==> src/rtl/async_fifo_pkg.sv <==
// Shared async-FIFO helpers: depth derivation and width-masked Gray/binary conversion.
// Used by both the read-side empty logic and the write-side full logic.
package async_fifo_pkg;

  localparam int unsigned MAXW = 32;

  function automatic int unsigned depth_of(input int unsigned addrsize);
    return 32'(1) << addrsize;
  endfunction

  function automatic logic [MAXW-1:0] width_mask(input int unsigned w);
    logic [MAXW-1:0] m;
    if (w >= MAXW) m = '1;
    else           m = (MAXW'(1) << w) - MAXW'(1);
    return m;
  endfunction

  function automatic logic [MAXW-1:0] bin2gray(input logic [MAXW-1:0] b, input int unsigned w);
    logic [MAXW-1:0] bm;
    bm = b & width_mask(w);
    return (bm >> 1) ^ bm;
  endfunction

  // Prefix-XOR from the MSB down, done by log-step doubling shifts.
  function automatic logic [MAXW-1:0] gray2bin(input logic [MAXW-1:0] g, input int unsigned w);
    logic [MAXW-1:0] b;
    b = g & width_mask(w);
    for (int s = 1; s < int'(MAXW); s = s * 2) begin
      b = b ^ (b >> s);
    end
    return b;
  endfunction

endpackage

==> src/rtl/rptr_empty_level.sv <==
// Read-domain pointer/status controller of the async FIFO: read pointers, RAM
// address, empty/almost-empty flags, fill level and sticky underflow.
module rptr_empty_level
  import async_fifo_pkg::*;
#(
  parameter int unsigned ADDRSIZE      = 3,
  parameter int unsigned AEMPTY_THRESH = 1
) (
  input  logic                rclk,
  input  logic                rrst_n,
  input  logic                rinc,
  input  logic [ADDRSIZE:0]   rq2_wptr,
  output logic [ADDRSIZE-1:0] raddr,
  output logic [ADDRSIZE:0]   rptr,
  output logic                rempty,
  output logic                raempty,
  output logic [ADDRSIZE:0]   rlevel,
  output logic                runderflow
);

  localparam int unsigned PW    = ADDRSIZE + 1;
  localparam int unsigned DEPTH = depth_of(ADDRSIZE);

  logic [PW-1:0] rbin_q,  rbin_d;
  logic [PW-1:0] rptr_q,  rptr_d;
  logic [PW-1:0] rlevel_q, rlevel_d;
  logic          rempty_q, rempty_d;
  logic          raempty_q, raempty_d;
  logic          runderflow_q, runderflow_d;

  logic          rd_en;
  logic [PW-1:0] wbin;
  logic [PW-1:0] level_next;

  // Flags compare against the next pointer so the last read empties without a bubble.
  always_comb begin
    rd_en        = 1'b0;
    rbin_d       = rbin_q;
    rptr_d       = rptr_q;
    wbin         = '0;
    level_next   = '0;
    rempty_d     = rempty_q;
    raempty_d    = raempty_q;
    rlevel_d     = rlevel_q;
    runderflow_d = runderflow_q;

    rd_en        = rinc & ~rempty_q;
    rbin_d       = rbin_q + PW'(rd_en);
    rptr_d       = PW'(bin2gray(MAXW'(rbin_d), PW));
    wbin         = PW'(gray2bin(MAXW'(rq2_wptr), PW));
    level_next   = wbin - rbin_d;
    rempty_d     = (rptr_d == rq2_wptr);
    raempty_d    = (MAXW'(level_next) <= AEMPTY_THRESH);
    rlevel_d     = level_next;
    runderflow_d = runderflow_q | (rinc & rempty_q);
  end

  // Reset is asserted high on this block's rrst_n.
  always_ff @(posedge rclk or posedge rrst_n) begin
    if (rrst_n) begin
      rbin_q       <= '0;
      rptr_q       <= '0;
      rlevel_q     <= '0;
      rempty_q     <= 1'b1;
      raempty_q    <= 1'b1;
      runderflow_q <= 1'b0;
    end else begin
      rbin_q       <= rbin_d;
      rptr_q       <= rptr_d;
      rlevel_q     <= rlevel_d;
      rempty_q     <= rempty_d;
      raempty_q    <= raempty_d;
      runderflow_q <= runderflow_d;
    end
  end

  assign raddr      = rbin_q[ADDRSIZE-1:0];
  assign rptr       = rptr_q;
  assign rempty     = rempty_q;
  assign raempty    = raempty_q;
  assign rlevel     = rlevel_q;
  assign runderflow = runderflow_q;

  // A level above DEPTH means the synchronizer or writer is broken; not clamped.
  a_level_in_range: assert property (@(posedge rclk) disable iff (rrst_n)
    MAXW'(rlevel_q) <= DEPTH);

endmodule

==> config.mk <==
export PLATFORM = sky130hd
export DESIGN_NAME = rptr_empty_level
export DESIGN_NICKNAME = d
export VERILOG_FILES = /design/src/rtl/async_fifo_pkg.sv /design/src/rtl/rptr_empty_level.sv
export SDC_FILE = /design/constraint.sdc
export NUM_CORES = 1
export LEC_CHECK = 0
export BUFFER_PORTS_ARGS = -buffer_cell sky130_fd_sc_hd__buf_2
export CAP_MARGIN = 40
export CORE_MARGIN = 2
export CORE_UTILIZATION = 30
export CTS_CLUSTER_DIAMETER = 80
export DETAILED_ROUTE_END_ITERATION = 8
export SYNTH_ARGS = -nofsm -noshare
export SYNTH_HDL_FRONTEND = slang
export SYNTH_SLANG_ARGS = --single-unit
==> constraint.sdc <==
create_clock -name rclk -period 2.75 [get_ports rclk]
set_input_delay 0.275 -clock rclk [delete_from_list [all_inputs] [get_ports rclk]]
set_output_delay 0.275 -clock rclk [all_outputs]
set_load 0.01 [all_outputs]
==> out/results.ini, run 1 <==
[status]
status=completed

[timing]
timing.slew.headroom_pct=65.2
timing.fmax_mhz=400
timing.final.crit_share_pct=90.8
finClkSkew_ps=5.97
period_needed_ps=2500
setup_repair_after_global_routing_missed_its_margin=no
fin_setup_tns_ps=0
tightestPinTransition_ps=522
holdWs_ps=12.3
total_count_of_max_transition_violations_in_the_final_report=0
timing.final.setup_violations=0
final-hold-violation-count=0

[setup_path]
reg2regPathDepth=8
worst-endpoint-arrival_ps=2660
path_max_fanout=8
worstSetupStartpointType=flip-flop
worst_path_most_repeated_cell=sky130_fd_sc_hd__ha_1
timing.critical_path.cells=nor2b_1 -> ha_1 -> ha_1 -> xor2_1 -> ha_1 -> a211o_1 -> and3_1 -> or2_2
rr_endpoint=rlevel[2]$_DFF_PP0_
path_class=reg -> reg
critical_path.slowest_cell=sky130_fd_sc_hd__dfstp_2
regToRegSetupSlack_ps=250
timing.critical_path.to_type=flip-flop
crit-reg2reg-launch=rempty$_DFF_PP1_
critPathRequiredTime_ps=2910
cp_slowest_stage_delay_ps=550

[layout]
antenna-diode-count=0
n_fill_cell=229
leading_cell_type_in_the_layout_fill_and_taps_excluded=sky130_fd_sc_hd__buf_2
layout.cells.most_common_list=sky130_fd_sc_hd__buf_2 (20), sky130_fd_sc_hd__dfrtp_1 (12), sky130_fd_sc_hd__xnor2_1 (11)
layout.nets=93
layout-drive-gt1-share_pct=39.5
area_growth_pct=23.4

[floorplan]
dieArea_um2=2780
rows=17
starting_density_of_the_core_pct=31.9
fp.dieH_um=52.7
ios=21
die_w_um=52.7
placeableCoreArea_um2=2230

[pwr]
p_comb_share_pct=57.9
power.clock.fraction_pct=12.2
leakage_nw=0.406
peakVddDrop_mv=0.683
power_report.internal_total_mw=0.731
p_seq_share_pct=29.9
switching_share_pct=39.7
power_density_nw_per_um2=1380
p_sw_mw=0.482

[clock_tree]
h-tree-depth=1
insertion_delay_ps=280
clk_root_buffer_cell=sky130_fd_sc_hd__clkbuf_4
clkSlewWorstSetupHoldPaths_ps=90
clkSinkCount=14
postcts_setup_bufs=0
tritoncts.num_buffers=3
clock_tree_from_tritoncts=built
clockBufferDepth=2
cts_repair_resize_count=0
cts_hold_buf=0

[global_routing]
antenna_found_initial=0
maximum_number_of_pins_on_one_net_before_global_route_repair=15
global_route.overflow_total=0
first_global_vias=461
grt_usage_pct=10.9
grt_first_pass_wirelength_um=2040

[synth]
synth-compound-area-share_pct=8.44
post_synth_num_cell_types=25
synth.area.mux_share_pct=1.58
synth.area.top_cells=sky130_fd_sc_hd__dfrtp_1 (42%), sky130_fd_sc_hd__xnor2_1 (14%), sky130_fd_sc_hd__dfstp_2 (7.4%), sky130_fd_sc_hd__ha_1 (7.0%), sky130_fd_sc_hd__xor2_1 (3.7%)
yosys.area.top_type_share_pct=42.2
synthAdderAreaFrac_pct=10.0
synth_seq_area_share_pct=49.6
async_reset_ff_share_pct=100
synth-warning-count=0
synthDominantAreaCellType=sky130_fd_sc_hd__dfrtp_1
synth_xor_xnor_area_share_pct=19.5
synth_simple_gate_area_share_pct=8.08
syn-num-nets=69
synth_enable_flop_cells=0
synth_area_um2=712
synth_top_flop_cell=sky130_fd_sc_hd__dfrtp_1
synth_top_family_by_area=XOR/XNOR gates
synthesis.area_per_instance_um2=12.3
post_synth_inst_count=58
ys_ff_latch=14

[detailed_routing]
drt_pass1_iterations=7
num_vias=487
route.antenna.remaining_nets=0
drt-initial-drc-count=7
drt-vias-per-instance=4.47
number_of_remaining_drc_errors=0
avgRoutedWirePerCell_um=11.6
detail_route.wirelength_um=1270

[place]
dp_hpwl_um=1040
placement.io_buffers=20
gp_congestion=0.741

[job]
max_cap_check_violation_count=0

[worst_hold_path]
hold_path.class=in -> async

[final cells by class]
type                       count  area [µm²]  share of cell area (%)
multi-input combinational     39         339                    38.6
sequential                    14         353                    40.2
inverter                       4        15.0                    1.71
timing repair buffer          20         100                    11.4
clock buffer                   4        36.3                    4.13
tap                           28        35.0                    3.99
[metrics by stage]
stage / power, mW / instances / setup WS, ps / util [%] / instance area (µm²)
floorplan: 0.894 / 58 / 363 / - / 712
global placement: 1.06 / 105 / 338 / 37.7 / 842
detailed placement: 1.08 / 105 / 280 / 37.7 / 842
CTS: 1.23 / 109 / 254 / 39.3 / 878
global route: 1.33 / 109 / 135 / 39.3 / 878
finish: 1.21 / 109 / 252 / 39.3 / 878
[routing by layer]
metal | vias to the layer above | GRT usage, % | wire, µm
li1 | 243 | - | -
met1 | 218 | 13.6 | 585
met2 | 20 | 15.6 | 551
met3 | 6 | 3.43 | 93
met4 | 0 | 8.12 | 34
met5 | - | 0 | 0
[critical path, delay by kind of cell, from the launching register on]
family                     cells  cell delay, ps
xor gates and xnor gates       1             210
and+or+nand+nor                3             500
DFF                            1             550
adders and majority gates      3             860
AOI/OAI and AO/OA              1             240
[cells by family after synthesis]
family	after synthesis
mux	1
buf+inv	5
xor+xnor	15
compound gates	7
simple gates	10
fa+ha+maj	6
flops	14
[cells in the mapped netlist, types with 2 or more instances]
cell,count
sky130_fd_sc_hd__a211o_1,2
sky130_fd_sc_hd__dfrtp_1,12
sky130_fd_sc_hd__dfstp_2,2
sky130_fd_sc_hd__ha_1,4
sky130_fd_sc_hd__inv_1,4
sky130_fd_sc_hd__nand2_1,2
sky130_fd_sc_hd__nor2b_1,2
sky130_fd_sc_hd__xnor2_1,11
sky130_fd_sc_hd__xor2_1,3
[registers in the layout, indices dropped and copies added (netlist names)]
signal and count:
rptr 3, rlevel 4, rbin_q 4, raempty 1, rempty 1, runderflow 1
[power by group through the flow]
stage	logic, mW	clock network, mW	registers, mW
global placement	0.698	0	0.366
global route	0.783	0.169	0.376
CTS	0.715	0.154	0.365
finish	0.703	0.148	0.363
floorplan	0.479	0	0.415
detailed placement	0.714	0	0.369
[how the worst max path moves through the flow]
stage	from	to	slack (ps)	depth (start not counted)
after global routing	rempty$_DFF_PP1_	rlevel[2]$_DFF_PP0_	130	8
final	rempty$_DFF_PP1_	rlevel[2]$_DFF_PP0_	250	8
after global placement	rempty$_DFF_PP1_	rlevel[2]$_DFF_PP0_	340	8
after floorplan	rempty$_DFF_PP1_	rlevel[2]$_DFF_PP0_	360	9
after detailed placement	rempty$_DFF_PP1_	rlevel[2]$_DFF_PP0_	280	8
after CTS	rempty$_DFF_PP1_	rlevel[2]$_DFF_PP0_	250	8
Note: power is estimated with default switching activity, not from simulation.
==> inputs of run 2 (changes only) <==
- RECOVER_POWER: unset -> 50
==> run 2 against run 1 <==
Flip-flop and latch count did not move. Count of clock-buffer cells in the layout unchanged. Final cell count stayed put. Sequential power about the same. Clock power about the same. Largest power group unchanged. Combinational power decreased by 1%.
==> out/results.ini, run 2 (synthesis results as in run 1) <==
[floorplan]
dieArea_um2=2780
starting_density_of_the_core_pct=31.9
fp.dieH_um=52.7
rows=17
die_w_um=52.7
placeableCoreArea_um2=2230
ios=21

[pwr]
switching_share_pct=40.1
p_sw_mw=0.483
p_seq_share_pct=30.2
p_comb_share_pct=57.5
power_density_nw_per_um2=1380
peakVddDrop_mv=0.683
power_report.internal_total_mw=0.721
leakage_nw=0.393
power.clock.fraction_pct=12.3

[setup_path]
crit_start=rempty$_DFF_PP1_
crit-reg2reg-launch=rempty$_DFF_PP1_
worstSetupStartpointType=flip-flop
worst-endpoint-arrival_ps=2670
path_max_fanout=8
critical_path.slowest_cell=sky130_fd_sc_hd__dfstp_1
cp_slowest_stage_delay_ps=550
worst_path_most_repeated_cell=sky130_fd_sc_hd__ha_1
path_class=reg -> reg
timing.critical_path.to_type=flip-flop
timing.critical_path.cells=nor2b_1 -> ha_1 -> ha_1 -> xor2_1 -> ha_1 -> a211o_1 -> and3_1 -> or2_2
critPathRequiredTime_ps=2910

[global_routing]
first_global_vias=461
grt_first_pass_wirelength_um=2040
global_route.overflow_total=0
grt_usage_pct=10.9
antenna_found_initial=0
maximum_number_of_pins_on_one_net_before_global_route_repair=15

[detailed_routing]
drt_pass1_iterations=6
drt-initial-drc-count=7
num_vias=486
avgRoutedWirePerCell_um=11.7
drt-vias-per-instance=4.46
route.antenna.remaining_nets=0
detail_route.wirelength_um=1270
number_of_remaining_drc_errors=0

[clock_tree]
postcts_setup_bufs=0
cts_repair_resize_count=0
cts_hold_buf=0
clk_root_buffer_cell=sky130_fd_sc_hd__clkbuf_4
insertion_delay_ps=280
h-tree-depth=1
clkSlewWorstSetupHoldPaths_ps=90
tritoncts.num_buffers=3
clockBufferDepth=2
clkSinkCount=14
clock_tree_from_tritoncts=built

[timing]
final-hold-violation-count=0
setup_repair_after_global_routing_missed_its_margin=no
period_needed_ps=2510
tightestPinTransition_ps=520
finClkSkew_ps=6.82
fin_setup_tns_ps=0
timing.slew.headroom_pct=65.3
timing.final.crit_share_pct=91.2
total_count_of_max_transition_violations_in_the_final_report=0
holdWs_ps=10.5
timing.final.setup_violations=0
timing.fmax_mhz=399

[layout]
area_growth_pct=22.5
antenna-diode-count=0
leading_cell_type_in_the_layout_fill_and_taps_excluded=sky130_fd_sc_hd__buf_2
layout-drive-gt1-share_pct=32.1
n_fill_cell=230
layout.cells.most_common_list=sky130_fd_sc_hd__buf_2 (15), sky130_fd_sc_hd__dfrtp_1 (12), sky130_fd_sc_hd__xnor2_1 (11)
layout.nets=93

[place]
placement.io_buffers=20
gp_congestion=0.741
dp_hpwl_um=1040

[job]
max_cap_check_violation_count=0

[status]
status=completed

[worst_hold_path]
hold_path.class=in -> async

==> run 2: cell types whose count changed in the layout (fill, tap and decap cells not counted), sizes merged <==
| cell | change |
|---|---|
| buf | -5 |
| clkbuf | +5 |
==> run 2: path summary, 6_finish.rpt <==
| path | endpoint | slack [ps] | cells past startpoint |
|---|---|---|---|
| setup / recovery | rlevel[2]$_DFF_PP0_ | 240 | 8 |
| hold / removal | rptr[0]$_DFF_PP0_ | 10 | 2 |
| setup reg to reg | rlevel[2]$_DFF_PP0_ | 240 | 8 |
| hold reg to reg | runderflow$_DFF_PP0_ | 460 | 1 |
| max in group asynchronous | raempty$_DFF_PP1_ | 2370 | 2 |
| min in group rclk | runderflow$_DFF_PP0_ | 200 | 2 |
==> run 2: layer usage <==
layer,track usage [%],wire length (µm),vias up
met2,15.6,553,20
met5,0,0,-
met4,8.12,34,0
li1,-,-,242
met3,3.43,95,6
met1,13.6,589,218
==> run 2: stage by stage <==
stage	setup WS (ps)	util (%)	cell area (µm²)	power [mW]	std cells
2_1_floorplan	363	-	712	0.894	58
3_3_place_gp	338	37.7	842	1.06	105
3_5_place_dp	280	37.7	842	1.08	105
4_1_cts	254	39.3	878	1.23	109
5_1_grt	116	39.0	872	1.32	109
6_report	241	39.0	872	1.20	109
==> run 2: area by class of cell <==
class / count / area (µm²) / share of cell area, %
flip-flops and latches: 14 / 353 / 40.5
repair buffers: 20 / 93.8 / 10.8
clock buffers: 4 / 36.3 / 4.16
multi-input cells: 39 / 339 / 38.9
inverters: 4 / 15.0 / 1.72
well taps: 28 / 35.0 / 4.02
==> run 2: worst max-delay path: cells and delay by family, from the launching register on <==
kind / cells / cell delay, ps
adder cells (fa/ha/maj): 3 / 870
flip-flops: 1 / 550
AND/OR/NAND/NOR: 3 / 510
AO/OA/AOI/OAI: 1 / 240
XOR/XNOR: 1 / 210
==> run 2: power by group through the flow <==
stage	sequential [mW]	combinational [mW]	clock, mW
after floorplan	0.415	0.479	0
after global placement	0.366	0.698	0
after detailed placement	0.369	0.714	0
after CTS	0.365	0.715	0.154
after global routing	0.377	0.772	0.169
final	0.364	0.693	0.148
==> inputs of run 3 (changes only) <==
==> constraint.sdc (replaced) <==
create_clock -name rclk -period 2.75 [get_ports rclk]
set_input_delay 0.55 -clock rclk [delete_from_list [all_inputs] [get_ports rclk]]
set_output_delay 0.55 -clock rclk [all_outputs]
set_load 0.01 [all_outputs]
==> run 3 against run 2 <==
Highest routed layer unchanged. Core utilization decreased by 0.22 points. Clock skew increased by 1.1 ps. Sequential power decreased by 1%. Die area unchanged. Count of clock-buffer cells in the layout decreased by 1. Via count increased by 2.3%. Worst hold slack improved by 290 ps. Largest power group unchanged. Non-clock buffer count increased by 1. Cell area decreased by 0.57%.
==> out/results.ini, run 3 (synthesis results as in run 1) <==
[status]
status=completed

[detailed_routing]
route.antenna.remaining_nets=0
number_of_remaining_drc_errors=0
drt-initial-drc-count=5
drt-vias-per-instance=4.56
drt_pass1_iterations=4
detail_route.wirelength_um=1250
avgRoutedWirePerCell_um=11.5
num_vias=497

[layout]
area_growth_pct=21.8
layout.nets=94
layout.cells.most_common_list=sky130_fd_sc_hd__buf_2 (16), sky130_fd_sc_hd__dfrtp_1 (12), sky130_fd_sc_hd__xnor2_1 (11)
layout-drive-gt1-share_pct=33.3
post_route_standard_cell_area_excluding_fillers_um2=867
antenna-diode-count=0
leading_cell_type_in_the_layout_fill_and_taps_excluded=sky130_fd_sc_hd__buf_2

[pwr]
p_seq_share_pct=30.5
power_density_nw_per_um2=1360
switching_share_pct=40.1
peakVddDrop_mv=0.657
leakage_nw=0.392
power.clock.fraction_pct=9.4
p_comb_share_pct=60.2
p_sw_mw=0.474
power_report.internal_total_mw=0.707

[place]
gp_congestion=0.754
post_dp_cell_area_um2=850
placement.io_buffers=20
dp_hpwl_um=974

[floorplan]
placeableCoreArea_um2=2230
dieArea_um2=2780
ios=21
starting_density_of_the_core_pct=31.9
fp.dieH_um=52.7
rows=17
die_w_um=52.7

[setup_path]
timing.critical_path.cells=nor2b_1 -> ha_1 -> ha_1 -> xor2_1 -> ha_1 -> a211o_1 -> and3_1 -> or2_2
critPathRequiredTime_ps=2900
critical_path_depth=8
timing.critical_path.to_type=flip-flop
reg2regPathDepth=8
worst-endpoint-arrival_ps=2600
cp_slowest_stage_delay_ps=540
worstSetupStartpointType=flip-flop
path_max_fanout=4
critical_path.slowest_cell=sky130_fd_sc_hd__dfstp_1
worst_path_buffer_plus_inverter_count=0
critPathTopFamily=adder cells
path_class=reg -> reg
worst_path_most_repeated_cell=sky130_fd_sc_hd__ha_1

[timing]
timing.slew.headroom_pct=64.2
timing.final.crit_share_pct=89.2
timing.fmax_mhz=408
fin_setup_tns_ps=0
finClkSkew_ps=7.97
total_count_of_max_transition_violations_in_the_final_report=0
final-hold-violation-count=0
period_needed_ps=2450
setup_repair_after_global_routing_missed_its_margin=no
timing.final.setup_violations=0
tightestPinTransition_ps=537

[clock_tree]
clkSinkCount=14
insertion_delay_ps=270
cts_repair_resize_count=0
tritoncts.num_buffers=3
clockBufferDepth=2
postcts_setup_bufs=0
clock_tree_from_tritoncts=built
h-tree-depth=1
cts_hold_buf=0
clkSlewWorstSetupHoldPaths_ps=80
clk_root_buffer_cell=sky130_fd_sc_hd__clkbuf_4

[global_routing]
grt_first_pass_wirelength_um=2070
antenna_found_initial=0
grt_usage_pct=10.8
maximum_number_of_pins_on_one_net_before_global_route_repair=15
global_route.overflow_total=0
first_global_vias=454

[job]
max_cap_check_violation_count=0

[worst_hold_path]
hold_path.class=in -> async

==> run 3: changes by cell type in the layout (fill, tap and decap cells not counted), sizes merged <==
cell	previous run	this run
buf	15	17
clkbuf	9	7
==> run 3: layout make-up <==
| cell class | instances | area, µm² |
|---|---|---|
| inverter | 4 | 15.0 |
| multi-input combinational | 39 | 339 |
| tap | 28 | 35.0 |
| clock buffer | 3 | 22.5 |
| fill | 235 | 1370 |
| timing repair buffer | 21 | 103 |
| sequential | 14 | 353 |
==> run 3: power by group through the flow <==
stage | logic, mW | clock network (mW) | registers, mW
global placement | 0.716 | 0 | 0.362
global route | 0.800 | 0.127 | 0.374
floorplan | 0.479 | 0 | 0.415
detailed placement | 0.725 | 0 | 0.366
CTS | 0.733 | 0.120 | 0.363
finish | 0.710 | 0.110 | 0.360
==> run 3: routing by layer <==
metal	GRT usage, %	up-vias	share of wire [%]
met1	15.4	238	46
li1	-	240	-
met5	0	-	0
met3	1.71	2	6.9
met2	14.4	17	45
met4	7.69	0	1.3
==> run 3: through the flow <==
step	setup slack (ps)	hold slack (ps)	power, mW	instances	util, %
after floorplan	294	438	0.894	58	-
after global placement	96.2	433	1.08	106	38.0
after detailed placement	87.3	452	1.09	106	38.0
after CTS	304	327	1.21	109	39.0
after global routing	211	349	1.30	109	38.8
final	298	302	1.18	109	38.8
==> run 3: final timing paths <==
kind | from | to | slack, ps
setup / recovery | rempty$_DFF_PP1_ | rlevel[2]$_DFF_PP0_ | 300
hold / removal | rrst_n | rbin_q[0]$_DFF_PP0_ | 300
setup reg to reg | rempty$_DFF_PP1_ | rlevel[2]$_DFF_PP0_ | 300
hold reg to reg | runderflow$_DFF_PP0_ | runderflow$_DFF_PP0_ | 470
max in group asynchronous | rrst_n | raempty$_DFF_PP1_ | 2080
min in group rclk | runderflow$_DFF_PP0_ | runderflow$_DFF_PP0_ | 470
